[src/rtl/wic_awake_ctrl_pkg.sv]
// Shared types and elaboration helpers for the wake-up interrupt controller.
package wic_pkg;

    typedef enum logic [1:0] {
        IDLE = 2'd0,
        REQ  = 2'd1,
        HOLD = 2'd2
    } wic_state_t;

    // Legal source count is 1..64 and every source must be addressable by an id.
    function automatic bit params_ok(int num_int, int vec_w);
        return (num_int >= 1) && (num_int <= 64) && (vec_w >= 1) && (vec_w <= 30)
               && ((1 << vec_w) >= num_int);
    endfunction

endpackage

[src/rtl/wic_awake_ctrl_if.sv]
// Interrupt, CPU-ack and PMU handshake bundle of the wake-up interrupt controller.
interface wic_awake_ctrl_if #(
    parameter int NUM_INT = 32,
    parameter int VEC_W   = 6
);
    logic [NUM_INT-1:0] int_vld;
    logic [NUM_INT-1:0] int_cfg;
    logic [NUM_INT-1:0] awake_enable;
    logic               int_ack_vld;
    logic [VEC_W-1:0]   int_ack_id;
    logic               cpu_in_lowpower;
    logic               pmu_wake_ack;
    logic [NUM_INT-1:0] int_pending;
    logic               intraw_vld;
    logic               wic_pmu_wake_req;
    logic [VEC_W-1:0]   wake_id;

    modport master (
        output int_vld, int_cfg, awake_enable, int_ack_vld, int_ack_id,
               cpu_in_lowpower, pmu_wake_ack,
        input  int_pending, intraw_vld, wic_pmu_wake_req, wake_id
    );

    modport slave (
        input  int_vld, int_cfg, awake_enable, int_ack_vld, int_ack_id,
               cpu_in_lowpower, pmu_wake_ack,
        output int_pending, intraw_vld, wic_pmu_wake_req, wake_id
    );
endinterface

[src/rtl/wic_awake_ctrl_prio_enc.sv]
// Lowest-index-set finder used to pick the wake id.
module wic_prio_enc #(
    parameter int NUM_INT = 32,
    parameter int VEC_W   = 6
) (
    input  logic [NUM_INT-1:0] in,
    output logic [VEC_W-1:0]   idx,
    output logic               any
);
    // Scan from the top so the lowest set bit is the last one written.
    always_comb begin
        idx = '0;
        for (int i = NUM_INT - 1; i >= 0; i--) begin
            if (in[i]) idx = VEC_W'(i);
        end
    end

    assign any = |in;
endmodule

[src/rtl/wic_awake_ctrl.sv]
// Wake-up interrupt controller: input sync, pending flags, PMU wake handshake.
module wic_awake_ctrl
    import wic_pkg::*;
#(
    parameter int NUM_INT     = 32,
    parameter int VEC_W       = 6,
    parameter int SYNC_STAGES = 2
) (
    input  logic              wic_clk,
    input  logic              pad_cpu_rst,
    wic_awake_ctrl_if.slave   bus
);
    localparam logic [1:0] ST_IDLE = 2'(IDLE);
    localparam logic [1:0] ST_REQ  = 2'(REQ);
    localparam logic [1:0] ST_HOLD = 2'(HOLD);

    if (!params_ok(NUM_INT, VEC_W) || SYNC_STAGES < 0 || SYNC_STAGES > 3) begin : g_param_err
        $error("wic_awake_ctrl: illegal NUM_INT / VEC_W / SYNC_STAGES");
    end

    logic [NUM_INT-1:0] s_vld, s_vld_q, rise, rise_q;
    logic [NUM_INT-1:0] dec, dec_q, ack_clr;
    logic [NUM_INT-1:0] pending, pending_nxt;
    logic [VEC_W-1:0]   enc_idx, wake_id_q;
    logic               enc_any;
    logic [1:0]         state;

    if (SYNC_STAGES == 0) begin : g_nosync
        assign s_vld = bus.int_vld;
    end else begin : g_sync
        logic [SYNC_STAGES-1:0][NUM_INT-1:0] sync_q;
        always_ff @(posedge wic_clk or posedge pad_cpu_rst) begin
            if (pad_cpu_rst) begin
                sync_q <= '0;
            end else begin
                sync_q[0] <= bus.int_vld;
                for (int k = 1; k < SYNC_STAGES; k++) sync_q[k] <= sync_q[k-1];
            end
        end
        assign s_vld = sync_q[SYNC_STAGES-1];
    end

    // Ids at or above NUM_INT match no lane and are silently dropped.
    always_comb begin
        dec = '0;
        for (int i = 0; i < NUM_INT; i++) begin
            dec[i] = bus.int_ack_vld && (bus.int_ack_id == VEC_W'(i));
        end
    end

    assign rise    = s_vld & ~s_vld_q;
    assign ack_clr = dec & ~dec_q;

    // Pulse lanes: registered edge sets (and beats a same-cycle clear). Level lanes follow s_vld.
    assign pending_nxt = (bus.int_cfg & (rise_q | (pending & ~ack_clr)))
                       | (~bus.int_cfg & s_vld);

    always_ff @(posedge wic_clk or posedge pad_cpu_rst) begin
        if (pad_cpu_rst) begin
            s_vld_q <= '0;
            rise_q  <= '0;
            dec_q   <= '0;
            pending <= '0;
        end else begin
            s_vld_q <= s_vld;
            rise_q  <= rise;
            dec_q   <= dec;
            pending <= pending_nxt;
        end
    end

    wic_prio_enc #(.NUM_INT(NUM_INT), .VEC_W(VEC_W)) u_prio_enc (
        .in  (pending & bus.awake_enable),
        .idx (enc_idx),
        .any (enc_any)
    );

    // Once raised, the request stays up until the PMU acks, whatever the sources do.
    always_ff @(posedge wic_clk or posedge pad_cpu_rst) begin
        if (pad_cpu_rst) begin
            state     <= ST_IDLE;
            wake_id_q <= '0;
        end else begin
            case (state)
                ST_IDLE: if (bus.cpu_in_lowpower && enc_any) begin
                    state     <= ST_REQ;
                    wake_id_q <= enc_idx;
                end
                ST_REQ:  if (bus.pmu_wake_ack) state <= ST_HOLD;
                ST_HOLD: if (!bus.pmu_wake_ack && !bus.cpu_in_lowpower) state <= ST_IDLE;
                default: state <= ST_IDLE;
            endcase
        end
    end

    assign bus.int_pending      = pending;
    assign bus.intraw_vld       = enc_any;
    assign bus.wic_pmu_wake_req = (state == ST_REQ);
    assign bus.wake_id          = wake_id_q;
endmodule

[src/flat_wrapper.sv]
// flat-port wrapper written by rule: the top's interface ports become plain ports
module wic_awake_ctrl_flat import wic_pkg::*;
#(
    parameter int NUM_INT     = 32,
    parameter int VEC_W       = 6,
    parameter int SYNC_STAGES = 2
)
  (wic_clk, pad_cpu_rst, bus_int_vld, bus_int_cfg, bus_awake_enable, bus_int_ack_vld, bus_int_ack_id, bus_cpu_in_lowpower, bus_pmu_wake_ack, bus_int_pending, bus_intraw_vld, bus_wic_pmu_wake_req, bus_wake_id);
  wic_awake_ctrl_if #(.NUM_INT(NUM_INT), .VEC_W(VEC_W)) bus_i ();
  input  logic wic_clk;
  input  logic pad_cpu_rst;
  input wire logic [$bits(bus_i.int_vld)-1:0] bus_int_vld;
  input wire logic [$bits(bus_i.int_cfg)-1:0] bus_int_cfg;
  input wire logic [$bits(bus_i.awake_enable)-1:0] bus_awake_enable;
  input wire logic [$bits(bus_i.int_ack_vld)-1:0] bus_int_ack_vld;
  input wire logic [$bits(bus_i.int_ack_id)-1:0] bus_int_ack_id;
  input wire logic [$bits(bus_i.cpu_in_lowpower)-1:0] bus_cpu_in_lowpower;
  input wire logic [$bits(bus_i.pmu_wake_ack)-1:0] bus_pmu_wake_ack;
  output wire logic [$bits(bus_i.int_pending)-1:0] bus_int_pending;
  output wire logic [$bits(bus_i.intraw_vld)-1:0] bus_intraw_vld;
  output wire logic [$bits(bus_i.wic_pmu_wake_req)-1:0] bus_wic_pmu_wake_req;
  output wire logic [$bits(bus_i.wake_id)-1:0] bus_wake_id;
  assign bus_i.int_vld = bus_int_vld;
  assign bus_i.int_cfg = bus_int_cfg;
  assign bus_i.awake_enable = bus_awake_enable;
  assign bus_i.int_ack_vld = bus_int_ack_vld;
  assign bus_i.int_ack_id = bus_int_ack_id;
  assign bus_i.cpu_in_lowpower = bus_cpu_in_lowpower;
  assign bus_i.pmu_wake_ack = bus_pmu_wake_ack;
  assign bus_int_pending = bus_i.int_pending;
  assign bus_intraw_vld = bus_i.intraw_vld;
  assign bus_wic_pmu_wake_req = bus_i.wic_pmu_wake_req;
  assign bus_wake_id = bus_i.wake_id;
  wic_awake_ctrl #(.NUM_INT(NUM_INT), .VEC_W(VEC_W), .SYNC_STAGES(SYNC_STAGES)) u_core (.wic_clk(wic_clk), .pad_cpu_rst(pad_cpu_rst), .bus(bus_i));
endmodule
[config.mk]
export PLATFORM = sky130hd
export DESIGN_NAME = wic_awake_ctrl_flat
export DESIGN_NICKNAME = d
export VERILOG_FILES = /design/src/rtl/wic_awake_ctrl_pkg.sv /design/src/rtl/wic_awake_ctrl_if.sv /design/src/rtl/wic_awake_ctrl_prio_enc.sv /design/src/rtl/wic_awake_ctrl.sv /design/src/flat_wrapper.sv
export SDC_FILE = /design/constraint.sdc
export NUM_CORES = 1
export LEC_CHECK = 0
export BUFFER_PORTS_ARGS = -buffer_cell sky130_fd_sc_hd__clkbuf_2
export CAP_MARGIN = 5
export CORE_MARGIN = 2
export CORE_UTILIZATION = 53
export DETAILED_ROUTE_END_ITERATION = 12
export PLACE_DENSITY = 0.78
export SLEW_MARGIN = 15
export SYNTH_ARGS = -nofsm -noshare
export SYNTH_HDL_FRONTEND = slang
export SYNTH_SLANG_ARGS = --single-unit
[constraint.sdc]
create_clock -name wic_clk -period 6.48 [get_ports wic_clk]
set_clock_uncertainty 0.2 [all_clocks]
set_input_delay 0.324 -clock wic_clk [delete_from_list [all_inputs] [get_ports wic_clk]]
set_output_delay 0.324 -clock wic_clk [all_outputs]
set_load 0.05 [all_outputs]
---- Yosys cells after proc, flatten, opt, wreduce, memory -nomap -nowiden ----
Cells that the tools add are included.
word-level totals
  register bits ........................... 200
  bits of input ports ..................... 107
  output and inout port bits .............. 40
cells by class
  equality and inequality tests ........... 36
  muxes and demuxes ....................... 36
  bitwise gates (word level) .............. 12
  reduce and logical (&&, ||, !) cells .... 41
operator list
  operator                                                         count
  32-bit bitwise AND                                               6
  6-bit 2-to-1 mux                                                 31
  32-bit inverter                                                  4
  6-bit by 5-bit == test with 1-bit output, second input constant  16
  32-bit bitwise OR                                                2
  6-bit by 4-bit == test with 1-bit output, second input constant  8
  1-bit logical AND                                                34
  32-bit OR reduction                                              1
  6-bit by 3-bit == test with 1-bit output, second input constant  4
  6-bit by 2-bit == test with 1-bit output, second input constant  2
  6-bit by 1-bit == test with 1-bit output, second input constant  1
  6-bit logical NOT                                                1
  2-bit 2-to-1 mux                                                 3
  2-bit one-hot mux with 3 select lines                            1
  5-bit 2-to-1 mux                                                 1
  2-bit by 1-bit != test with 1-bit output, second input constant  2
  3-bit AND reduction                                              1
  2-bit by 1-bit == test with 1-bit output, second input constant  1
  2-bit == test, second input constant                             1
  1-bit logical NOT                                                2
  2-bit logical NOT                                                1
  2-bit != test, second input constant                             1
  2-bit AND reduction                                              1

---- Longest topological paths before layout ----
  depth in word-level cells ............... 33
  gate-level depth with buffers ........... 6

---- Hierarchy ----
A second synthesis with hierarchy kept.
unflattened totals
  cell total of the unflattened synthesis .. 521
  area, all modules ....................... 6919.1 um^2
by module, submodules not included
  module          times used  cells each  area an instance (um^2)
  wic_awake_ctrl  1           454         6522.5
  wic_prio_enc    1           67          396.6

---- Least setup slack after synthesis ----
Ideal clock, no wire load.
  kind .................................... register to output
  from .................................... register u_core.pending[3] (netlist: u_core.bus.int_pending[3])
  to ...................................... output bus_intraw_vld
  arrival ................................. 1.870 ns
  slack ................................... 4.086 ns
  cell stages (with the launch flop) ...... 5
  cell sequence ........................... dfrtp_1 -> a22oi_2 -> nand4_2 -> or2_1 -> or3_1
between the ends
  cells in the longest elaborated chain, start to end .. 2
RTL lines
  what                    RTL line                       RTL
  from (decl)             wic_awake_ctrl.sv:23           logic [NUM_INT-1:0] pending, pending_nxt;
  from (signal assigned)  wic_awake_ctrl.sv:68           pending <= pending_nxt;
  32-bit bitwise AND      wic_awake_ctrl.sv:73           .in (pending & bus.awake_enable),
  32-bit OR reduction     wic_awake_ctrl_prio_enc.sv:18  assign any = |in;
  to (decl)               flat_wrapper.sv:20             output wire logic [$bits(bus_i.intraw_vld)-1:0] bus_intraw_vld;
Every way passes these cells.

---- Worst setup path in the final report ----
  from .................................... register u_core.pending[5] (netlist: u_core.bus.int_pending[5])
  to ...................................... output bus_intraw_vld
Same word-level chain as after synthesis.

==> reports/metrics.cfg <==
[worst_setup_path]
critPathLaunch=u_core.bus.int_pending[5]$_DFF_PP0_
critPathArrivalTime_ns=2.32
worst_ep_required_time_ns=5.96
reg2reg_from=u_core.bus.int_pending[22]$_DFF_PP0_
reg2reg_depth=4
r2r_end=u_core.bus.wake_id[0]$_DFFE_PP0P_
worstSetupStartpointType=flip-flop
rrSetupSlack_ns=4.33
critical_path_class=flip-flop to primary output
endpoint_kind=primary output
worstSetupEndpoint=bus_intraw_vld
crit_fanout=4

[cts]
cts.sinks=199
clockBufferDepth=2
cts-buffers-inserted=17
cts_setup_buffers=0
cts-root-buf=clkbuf_16
cts_resized=0
cts_max_level=4
clk_latency_ns=0.43
cts_tree=built
clk_pin_slew_worst_paths_ns=0.07
postCtsHoldBufs=67

[sta]
drv_slew=0
fmax_mhz=352
fin_tns_setup_ns=0
finalSetupViolations=0
finalCritPeriodShare_pct=43.8
hold_violations=0
fin_crit_ns=2.84
grt_setup_unrepaired=false
slew_headroom_pct=39.4
setup_ws_ns=3.64
tightest_slew_ns=0.909

[yosys]
yosys_warnings=0
synth_top_family_by_area=simple AND/OR/NAND/NOR gates
syn_area_sq_mm=0.00676
synthArstFlopShare_pct=100
synth_compound_area_share_pct=11.7
yosys.area_share.simple_pct=13.9
syn_avg_cell_area_sq_um=13.1
syn-num-nets=623
synth-xor-area-share_pct=0
synth_enable_flop_cells=0
ys.flop_type=dfrtp_1
syn-instance-count=516
synth_mux_area_share_pct=0
ys_seq_elements=199
synth_cell_type_count=41
ys_seq_area_share_pct=73.7
yosys.area_share.adder_pct=0

[finish]
n_antenna_cell=0
nFillCells=887
area_growth_pct=33.0
nNetsFinal=849
drive_above_1_share_pct=25.4

[run_status]
status=completed

[pwr]
vdd_drop_max_mv=0.212
p_per_area_mw_per_mm2=319
p_leak_uw=0.00418

[floorplan]
die_h_um=117
pin_count=147
coreArea_sq_mm=0.0125
rows=41
start_util_pct=54.0
dieWidth_um=117
die_area_sq_mm=0.0137

[route]
firstDrtPassIters=5
wl_per_cell_um=16.8
drt-initial-drc-count=346
antenna_left=0
drc_errors=0
routed_wl_mm=15.6
drt-vias-per-instance=5.21
num_vias=4829

[grt]
grt_overflow=0
grt_util_all_layers_pct=24.1
grt_pass1_vias=4944
grt_max_degree=142
grt_pass1_wl_mm=24.3
antenna_found_initial=0

[run]
maxCapViolCount=0

[placed_design]
place_hpwl_mm=10.5
numPortBuffers=145
pre_cts_slack_ns=4.07
place_congestion=0.890

[min_path]
hold_path.class=primary input to flip-flop

worst min path at each step:
| stage | from | to | slack (ns) | cells past startpoint |
|---|---|---|---|---|
| floorplan | u_core.g_sync.sync_q[0]$_DFF_PP0_ | u_core.s_vld[0]$_DFF_PP0_ | 0.13 | 0 |
| detailed placement | u_core.g_sync.sync_q[11]$_DFF_PP0_ | u_core.s_vld[11]$_DFF_PP0_ | 0.13 | 0 |
| CTS | bus_awake_enable[0] | u_core.bus.wake_id[2]$_DFFE_PP0P_ | 0.05 | 4 |
| finish | bus_awake_enable[0] | u_core.bus.wake_id[2]$_DFFE_PP0P_ | 0.07 | 4 |
| global route | bus_awake_enable[0] | u_core.bus.wake_id[0]$_DFFE_PP0P_ | 0.08 | 4 |
| global placement | u_core.g_sync.sync_q[21]$_DFF_PP0_ | u_core.s_vld[21]$_DFF_PP0_ | 0.13 | 0 |
sequential cells by signal, summed over array words and instances (netlist names):
register	flops
u_core.bus.wake_id	5
u_core.s_vld_q	32
u_core.dec_q	32
u_core.bus.int_pending	32
u_core.g_sync.sync_q	32
u_core.rise_q	32
u_core.s_vld	32
u_core.state	2
logic make-up after synthesis:
kind of cell,Yosys count
AOI/OAI and AO/OA,119
buffers and inverters,10
DFF,199
other,1
and+or+nand+nor,187
placed cells by master (no fill, tap or decap), types with 4 or more instances in the layout:
cell type / netlist / final
nand2_1: 34 / 34
a22oi_2: 9 / 9
dlygate4sd3_1: 0 / 67
nand3_1: 5 / 5
nor2_1: 65 / 65
nor2b_1: 35 / 35
clkbuf_16: 0 / 17
a22oi_1: 7 / 7
dfrtp_1: 199 / 199
clkbuf_2: 0 / 145
a21oi_1: 66 / 66
or3_1: 33 / 33
a22o_1: 5 / 5
nand2b_1: 4 / 4
a32o_1: 4 / 4
o21ai_0: 9 / 9
worst max-delay path: stages, from the launching register on:
cell and delay, ns:
dfrtp_1 0.45, a22oi_2 0.31, nand4_2 0.19, or2_1 0.28, or3_1 0.40, clkbuf_2 0.25
synth_stat cells (2+ instances only):
| cell type | number | area, sq um |
|---|---|---|
| dfrtp_1 | 199 | 4980 |
| a21oi_1 | 66 | 330 |
| nor2_1 | 65 | 244 |
| nor2b_1 | 35 | 219 |
| nand2_1 | 34 | 128 |
| or3_1 | 33 | 206 |
| a22oi_2 | 9 | 113 |
| o21ai_0 | 9 | 45.0 |
| a22oi_1 | 7 | 52.6 |
| a22o_1 | 5 | 43.8 |
| nand3_1 | 5 | 25.0 |
| a32o_1 | 4 | 40.0 |
| clkbuf_1 | 4 | 15.0 |
| inv_1 | 4 | 15.0 |
| nand2b_1 | 4 | 25.0 |
| o31ai_1 | 3 | 22.5 |
| a211oi_1 | 2 | 15.0 |
| a31oi_1 | 2 | 12.5 |
| nand4_2 | 2 | 25.0 |
| o21a_1 | 2 | 15.0 |
| or2_1 | 2 | 12.5 |
through the flow:
step | std cells | total power, uW | utilization, % | hold slack [ns] | instance area, sq um
3_3_place_gp | 828 | 1740 | 61.4 | 0.132 | 7690
6_report | 927 | 2870 | 71.8 | 0.0690 | 8990
3_5_place_dp | 828 | 1760 | 61.4 | 0.135 | 7690
5_1_grt | 927 | 2980 | 71.8 | 0.0762 | 8990
2_1_floorplan | 516 | 1630 | - | 0.131 | 6760
4_1_cts | 927 | 2880 | 71.8 | 0.0517 | 8990
report_power, final:
| group | internal [uW] | switching, uW |
|---|---|---|
| Combinational | 130 | 264 |
| Sequential | 1320 | 58.2 |
| Clock | 645 | 454 |
routing by layer:
| metal | global-route usage (%) | vias to the layer above | share of wire (%) |
|---|---|---|---|
| met3 | 5.72 | 38 | 5.0 |
| met4 | 12.1 | 0 | 3.6 |
| met1 | 29.9 | 2372 | 40 |
| li1 | - | 2249 | - |
| met2 | 40.1 | 170 | 51 |
| met5 | 0 | - | 0 |
cell type report:
| class | count | area [sq um] | area share (%) |
|---|---|---|---|
| clock buffers | 20 | 467 | 5.19 |
| clock inverters | 12 | 163 | 1.81 |
| inverters | 4 | 22.5 | 0.251 |
| multi-input cells | 307 | 1740 | 19.3 |
| flip-flops and latches | 199 | 4980 | 55.4 |
| well taps | 172 | 215 | 2.39 |
| repair buffers | 213 | 1400 | 15.6 |
No activity file was read; power rests on OpenSTA's default activity.
